<file path="config.mk">
export PLATFORM = sky130hd
export DESIGN_NAME = id_ex_stage
export DESIGN_NICKNAME = d
export VERILOG_FILES = /design/src/rtl/id_ex_stage.sv
export SDC_FILE = /design/constraint.sdc
export NUM_CORES = 1
export LEC_CHECK = 0
export CORE_ASPECT_RATIO = 1.1
export CORE_MARGIN = 3
export CORE_UTILIZATION = 37
export DETAILED_ROUTE_END_ITERATION = 10
export GPL_ROUTABILITY_DRIVEN = 0
export PLACE_DENSITY = 0.78
export SLEW_MARGIN = 20
export SYNTH_ARGS = -nofsm -noshare
export SYNTH_HDL_FRONTEND = slang
export SYNTH_SLANG_ARGS = --single-unit
</file>
<file path="constraint.sdc">
create_clock -name clk -period 1.9 [get_ports clk]
set_input_delay 0.19 -clock clk [delete_from_list [all_inputs] [get_ports clk]]
set_output_delay 0.19 -clock clk [all_outputs]
set_load 0.01 [all_outputs]
</file>
<file path="src/rtl/id_ex_stage.sv">
// rtl/id_ex_stage.sv - ID/EX pipeline register with forwarding, load-use hazard bubble and flush; optional bubble counter under ID_EX_BUBBLE_CNT_EN
module id_ex_stage #(
    parameter int DATA_W = 32,
    parameter int REG_AW = 6
) (
    input  logic              clk,
    input  logic              rst,
    input  logic              in_valid,
    input  logic              in_stall,
    input  logic              in_flush,
    input  logic [REG_AW-1:0] in_rs,
    input  logic [REG_AW-1:0] in_rt,
    input  logic [REG_AW-1:0] in_rd,
    input  logic [DATA_W-1:0] in_rsval,
    input  logic [DATA_W-1:0] in_rtval,
    input  logic [DATA_W-1:0] in_imm,
    input  logic              in_ctrl_regwrt,
    input  logic              in_ctrl_memrd,
    input  logic              in_ctrl_memwrt,
    input  logic [3:0]        in_aluop,
    input  logic              in_wb_regwrt,
    input  logic [REG_AW-1:0] in_wb_rd,
    input  logic [DATA_W-1:0] in_wb_val,
    output logic              out_valid,
    output logic [REG_AW-1:0] out_rs,
    output logic [REG_AW-1:0] out_rt,
    output logic [REG_AW-1:0] out_rd,
    output logic [DATA_W-1:0] out_rsval,
    output logic [DATA_W-1:0] out_rtval,
    output logic [DATA_W-1:0] out_imm,
    output logic              out_ctrl_regwrt,
    output logic              out_ctrl_memrd,
    output logic              out_ctrl_memwrt,
    output logic [3:0]        out_aluop,
    output logic              out_hazard
`ifdef ID_EX_BUBBLE_CNT_EN
    ,
    output logic [15:0]       out_bubble_cnt
`endif
);

    logic [DATA_W-1:0] fwd_rsval;
    logic [DATA_W-1:0] fwd_rtval;
    logic              hold_rs_upd;
    logic              hold_rt_upd;

    // Load-use detection: a load in this stage whose destination the next instruction reads
    always_comb begin
        out_hazard = out_valid & out_ctrl_memrd & out_ctrl_regwrt & in_valid &
                     ((out_rd == in_rs) | (out_rd == in_rt));
    end

    // Capture-time bypass of the value the register file is writing this same edge
    always_comb begin
        fwd_rsval = in_rsval;
        fwd_rtval = in_rtval;
        if (in_wb_regwrt && (in_wb_rd == in_rs)) fwd_rsval = in_wb_val;
        if (in_wb_regwrt && (in_wb_rd == in_rt)) fwd_rtval = in_wb_val;
    end

    // While held, keep the stored operands coherent with writebacks that land meanwhile
    always_comb begin
        hold_rs_upd = out_valid & in_wb_regwrt & (in_wb_rd == out_rs);
        hold_rt_upd = out_valid & in_wb_regwrt & (in_wb_rd == out_rt);
    end

    // Stage register update: rst > flush > stall > hazard bubble > capture
    always_ff @(posedge clk) begin
        if (rst) begin
            out_valid       <= 1'b0;
            out_rs          <= '0;
            out_rt          <= '0;
            out_rd          <= '0;
            out_rsval       <= '0;
            out_rtval       <= '0;
            out_imm         <= '0;
            out_ctrl_regwrt <= 1'b0;
            out_ctrl_memrd  <= 1'b0;
            out_ctrl_memwrt <= 1'b0;
            out_aluop       <= '0;
`ifdef ID_EX_BUBBLE_CNT_EN
            out_bubble_cnt  <= '0;
`endif
        end else if (in_flush) begin
            out_valid       <= 1'b0;
            out_ctrl_regwrt <= 1'b0;
            out_ctrl_memrd  <= 1'b0;
            out_ctrl_memwrt <= 1'b0;
            out_aluop       <= '0;
        end else if (in_stall) begin
            if (hold_rs_upd) out_rsval <= in_wb_val;
            if (hold_rt_upd) out_rtval <= in_wb_val;
        end else if (out_hazard) begin
            out_valid       <= 1'b0;
            out_ctrl_regwrt <= 1'b0;
            out_ctrl_memrd  <= 1'b0;
            out_ctrl_memwrt <= 1'b0;
            out_aluop       <= '0;
`ifdef ID_EX_BUBBLE_CNT_EN
            if (out_bubble_cnt != 16'hFFFF) out_bubble_cnt <= out_bubble_cnt + 16'd1;
`endif
        end else begin
            out_valid       <= in_valid;
            out_rs          <= in_rs;
            out_rt          <= in_rt;
            out_rd          <= in_rd;
            out_rsval       <= fwd_rsval;
            out_rtval       <= fwd_rtval;
            out_imm         <= in_imm;
            // Controls are qualified by valid so an empty slot never carries side effects
            out_ctrl_regwrt <= in_ctrl_regwrt & in_valid;
            out_ctrl_memrd  <= in_ctrl_memrd & in_valid;
            out_ctrl_memwrt <= in_ctrl_memwrt & in_valid;
            out_aluop       <= in_valid ? in_aluop : 4'd0;
        end
    end

endmodule

</file>
==> flow_summary.ini <==
[sta]
finalWorstSetupSlack_ns = -0.06477
max_slew_margin_pct = 59.74
timing.final.crit_period_ns = 1.965
setup_viol = 60
finalClockSkew_ns = 0.01030
max_freq_ghz = 0.5090
finalCritPeriodShare_pct = 103.4
slew_violations = 0
rsz0062_at_grt = true
worst_slew_pin_slew_ns = 0.6040
hold_viol = 0

[floorplan]
dieArea_mm2 = 0.01707
io_pins = 288
rows = 47
die_h_um = 136.7
coreArea_mm2 = 0.01511
die_w_um = 124.8
initial_core_util_pct = 38.03

[placement]
dpl.hpwl_um = 15020
io_buffer_count = 287
place_ws_ns = -0.5155

[power_and_ir_drop]
power.leakage_nw = 4.016
p_seq_share_pct = 35.7
sw_frac_of_total_pct = 25.04
power_density_mw_per_mm2 = 755.0
clkPwrFrac_pct = 43.2
intPower_mw = 5.931
power.switching_mw = 1.981
irDropWorstVdd_mv = 0.5628
pwr-share-comb_pct = 21.1
total_power_mw = 7.913

[critical_path]
path_max_fanout = 16
r2r_start = out_rd[1]
arrival_ns = 2.25
cp-endpoint = out_rtval[0]
crit_cells = 8
slowest_delay_ns = 0.37
crit_path_start = out_rd[1]
cp_slowest_cell = dfxtp_4
r2r_setup_slack_ns = -0.06
path_cells = xor2_4 -> nor4_4 -> buf_4 -> a221oi_4 -> buf_12 -> buf_6 -> o31ai_1 -> a21oi_2
startpoint_type = flop
cp_top_family = buffers and inverters
worstSetupPathType = reg -> reg
rr_worst_depth = 8
timing.rr.end = out_rtval[0]
crit_required_ns = 2.19
critical_path_buf_inv_count = 3
end_kind = flop

[synthesis]
avgSynthCellArea_um2 = 10.68
synth.distinct_cells = 27
synth-async-reset-ratio_pct = 0
yosys.area_share.xor_xnor_pct = 5.485
synth-edff-count = 0
synth_most_common_cell = dfxtp_1
synth_top_area_cell = dfxtp_1
synth.top_cell.area_share_pct = 42.49
synth-seq-cells = 122
synthesis.nets = 703
synth_fa_ha_area_share_pct = 0
synth_top_family_by_area = compound AO/OA/AOI/OAI gates
synthTopCellsByArea = dfxtp_1, mux2i_1, a21oi_2
synth_mux_area_share_pct = 19.85
seq_area_frac_synth_pct = 42.49
ys_top_cells_by_count = dfxtp_1, mux2i_1, a21oi_2, nor2_1, o31ai_1
netlist_instances = 538
synth_warnings = 0
ys.flop_type = dfxtp_1
syn_area_mm2 = 0.005748
yosys.area_share.simple_pct = 6.160
synth_compound_area_share_pct = 21.05

[detailed_routing]
drcViolationCount = 0
wl_per_cell_um = 19.75
vias_per_cell = 5.192
drt-initial-drc-count = 216
ant_nets = 0
num_vias = 5597
wl_um = 21290
dr.pass1.iters = 4

[clocking]
cts_tree = yes
cts_buffers = 17
cts_root_buf = clkbuf_16
clk_transition_reported_paths_ns = 0.06
htreeDepth = 4
cts_hold_buf = 0
clock_latency_ns = 0.41
clk_path_buf_depth = 2
clock_sinks = 122

[layout]
multiInputGateArea_mm2 = 0.003450
fillers = 1070
synthToLayoutAreaGrowth_pct = 82.33
drive_above_1_share_pct = 28.68
finish.net_count = 1034
antenna_cells = 0
seq_area_mm2 = 0.002460

[global_route]
grt_max_degree = 65
grt_pass1_vias = 5800
grt_usage_pct = 22.57
grt_antenna_before_repair = 0
gr-total-overflow = 0
grt_first_pass_wirelength_um = 30630

[hold_path]
hold_class = in -> reg
min_from = rst

[run]
maxCapViolCount = 0

[outcome]
outcome = complete, but fails checks
violations = negative setup slack
## logic make-up after synthesis
logic type,Yosys count
buf+inv,48
mux,114
flops,122
compound gates,141
xor+xnor,36
simple gates,77
## area by class of cell
type,count,area share (%)
inverter,1,0.03582
timing repair buffer,359,35.24
clock buffer,20,4.358
sequential,122,23.47
clock inverter,12,1.636
multi-input combinational,368,32.92
tap,196,2.340
## worst min path at each step
stage | endpoint | slack [ns] | cells past startpoint
floorplan | out_aluop[0] | 0.33 | 2
global placement | out_imm[7] | 0.47 | 2
detailed placement | out_imm[6] | 0.48 | 2
CTS | out_rt[5] | 0.25 | 3
global route | out_rd[4] | 0.27 | 3
finish | out_rd[4] | 0.27 | 3
## per-stage QoR
stage / cells / TNS (ns) / util [%] / area [um2] / hold WS [ns]
2_1_floorplan: 538 / 0 / - / 5748 / 0.3341
3_5_place_dp: 1038 / -50.92 / 60.87 / 9200 / 0.4847
5_1_grt: 1078 / -8.634 / 69.34 / 10480 / 0.2702
3_3_place_gp: 1038 / -46.29 / 60.87 / 9200 / 0.4738
6_report: 1078 / -1.195 / 69.34 / 10480 / 0.2672
4_1_cts: 1073 / -0.8411 / 66.79 / 10090 / 0.2523
## layout by cell type, fill, tap and decap left out, types with 3 or more instances in the layout
master / netlist / final
o31ai_4: 0 / 4
xnor2_1: 10 / 10
buf_6: 12 / 8
mux2i_1: 114 / 111
buf_4: 1 / 46
nor2_1: 60 / 60
clkinvlp_4: 0 / 3
xor2_2: 0 / 5
clkbuf_16: 0 / 22
clkdlybuf4s50_1: 0 / 283
dfxtp_1: 122 / 116
a22oi_1: 7 / 7
mux2i_2: 0 / 3
nand4_1: 3 / 3
nor4_4: 0 / 3
xor2_1: 26 / 19
buf_12: 0 / 9
dfxtp_4: 0 / 4
o31ai_2: 10 / 49
clkinv_2: 0 / 4
bufinv_16: 0 / 4
o31ai_1: 54 / 11
a21oi_2: 60 / 63
## registers in the layout (all words and copies together), names as in the netlist
signal and cells:
out_imm 32, out_rsval 32, out_rtval 32, out_rd 6, out_rs 6, out_rt 6, out_aluop 4, out_ctrl_memrd 1
out_ctrl_memwrt 1, out_ctrl_regwrt 1, out_valid 1
## power groups by stage
stage | Clock [mW] | Sequential, mW | Combinational, mW
after floorplan | 0 | 2.91 | 0.570
after CTS | 3.46 | 2.82 | 1.58
final | 3.42 | 2.83 | 1.67
after detailed placement | 0 | 2.86 | 1.51
after global routing | 3.55 | 2.84 | 1.76
after global placement | 0 | 2.86 | 1.48
## worst min-delay path, cell delays in order
cell,delay [ns]
buf_2,0.12
buf_4,0.22
nor2_1,0.10
## what timing repair did
item	4_1_cts	5_1_grt
setup buffers	1	0
pin swaps	3	18
gates cloned	2	6
endpoints found under the setup margin	107	121
gates resized for setup	52	50
## layer usage
layer | share of wire, % | global-route usage [%] | wire length (um) | vias up
met5 | 0 | 0 | 0 | -
met4 | 3.6 | 9.578 | 756 | 0
met3 | 5.9 | 5.738 | 1246 | 51
met2 | 52 | 40.20 | 11060 | 230
met1 | 39 | 25.88 | 8229 | 2702
li1 | - | - | - | 2614
Power figures use the tool's default switching activity.
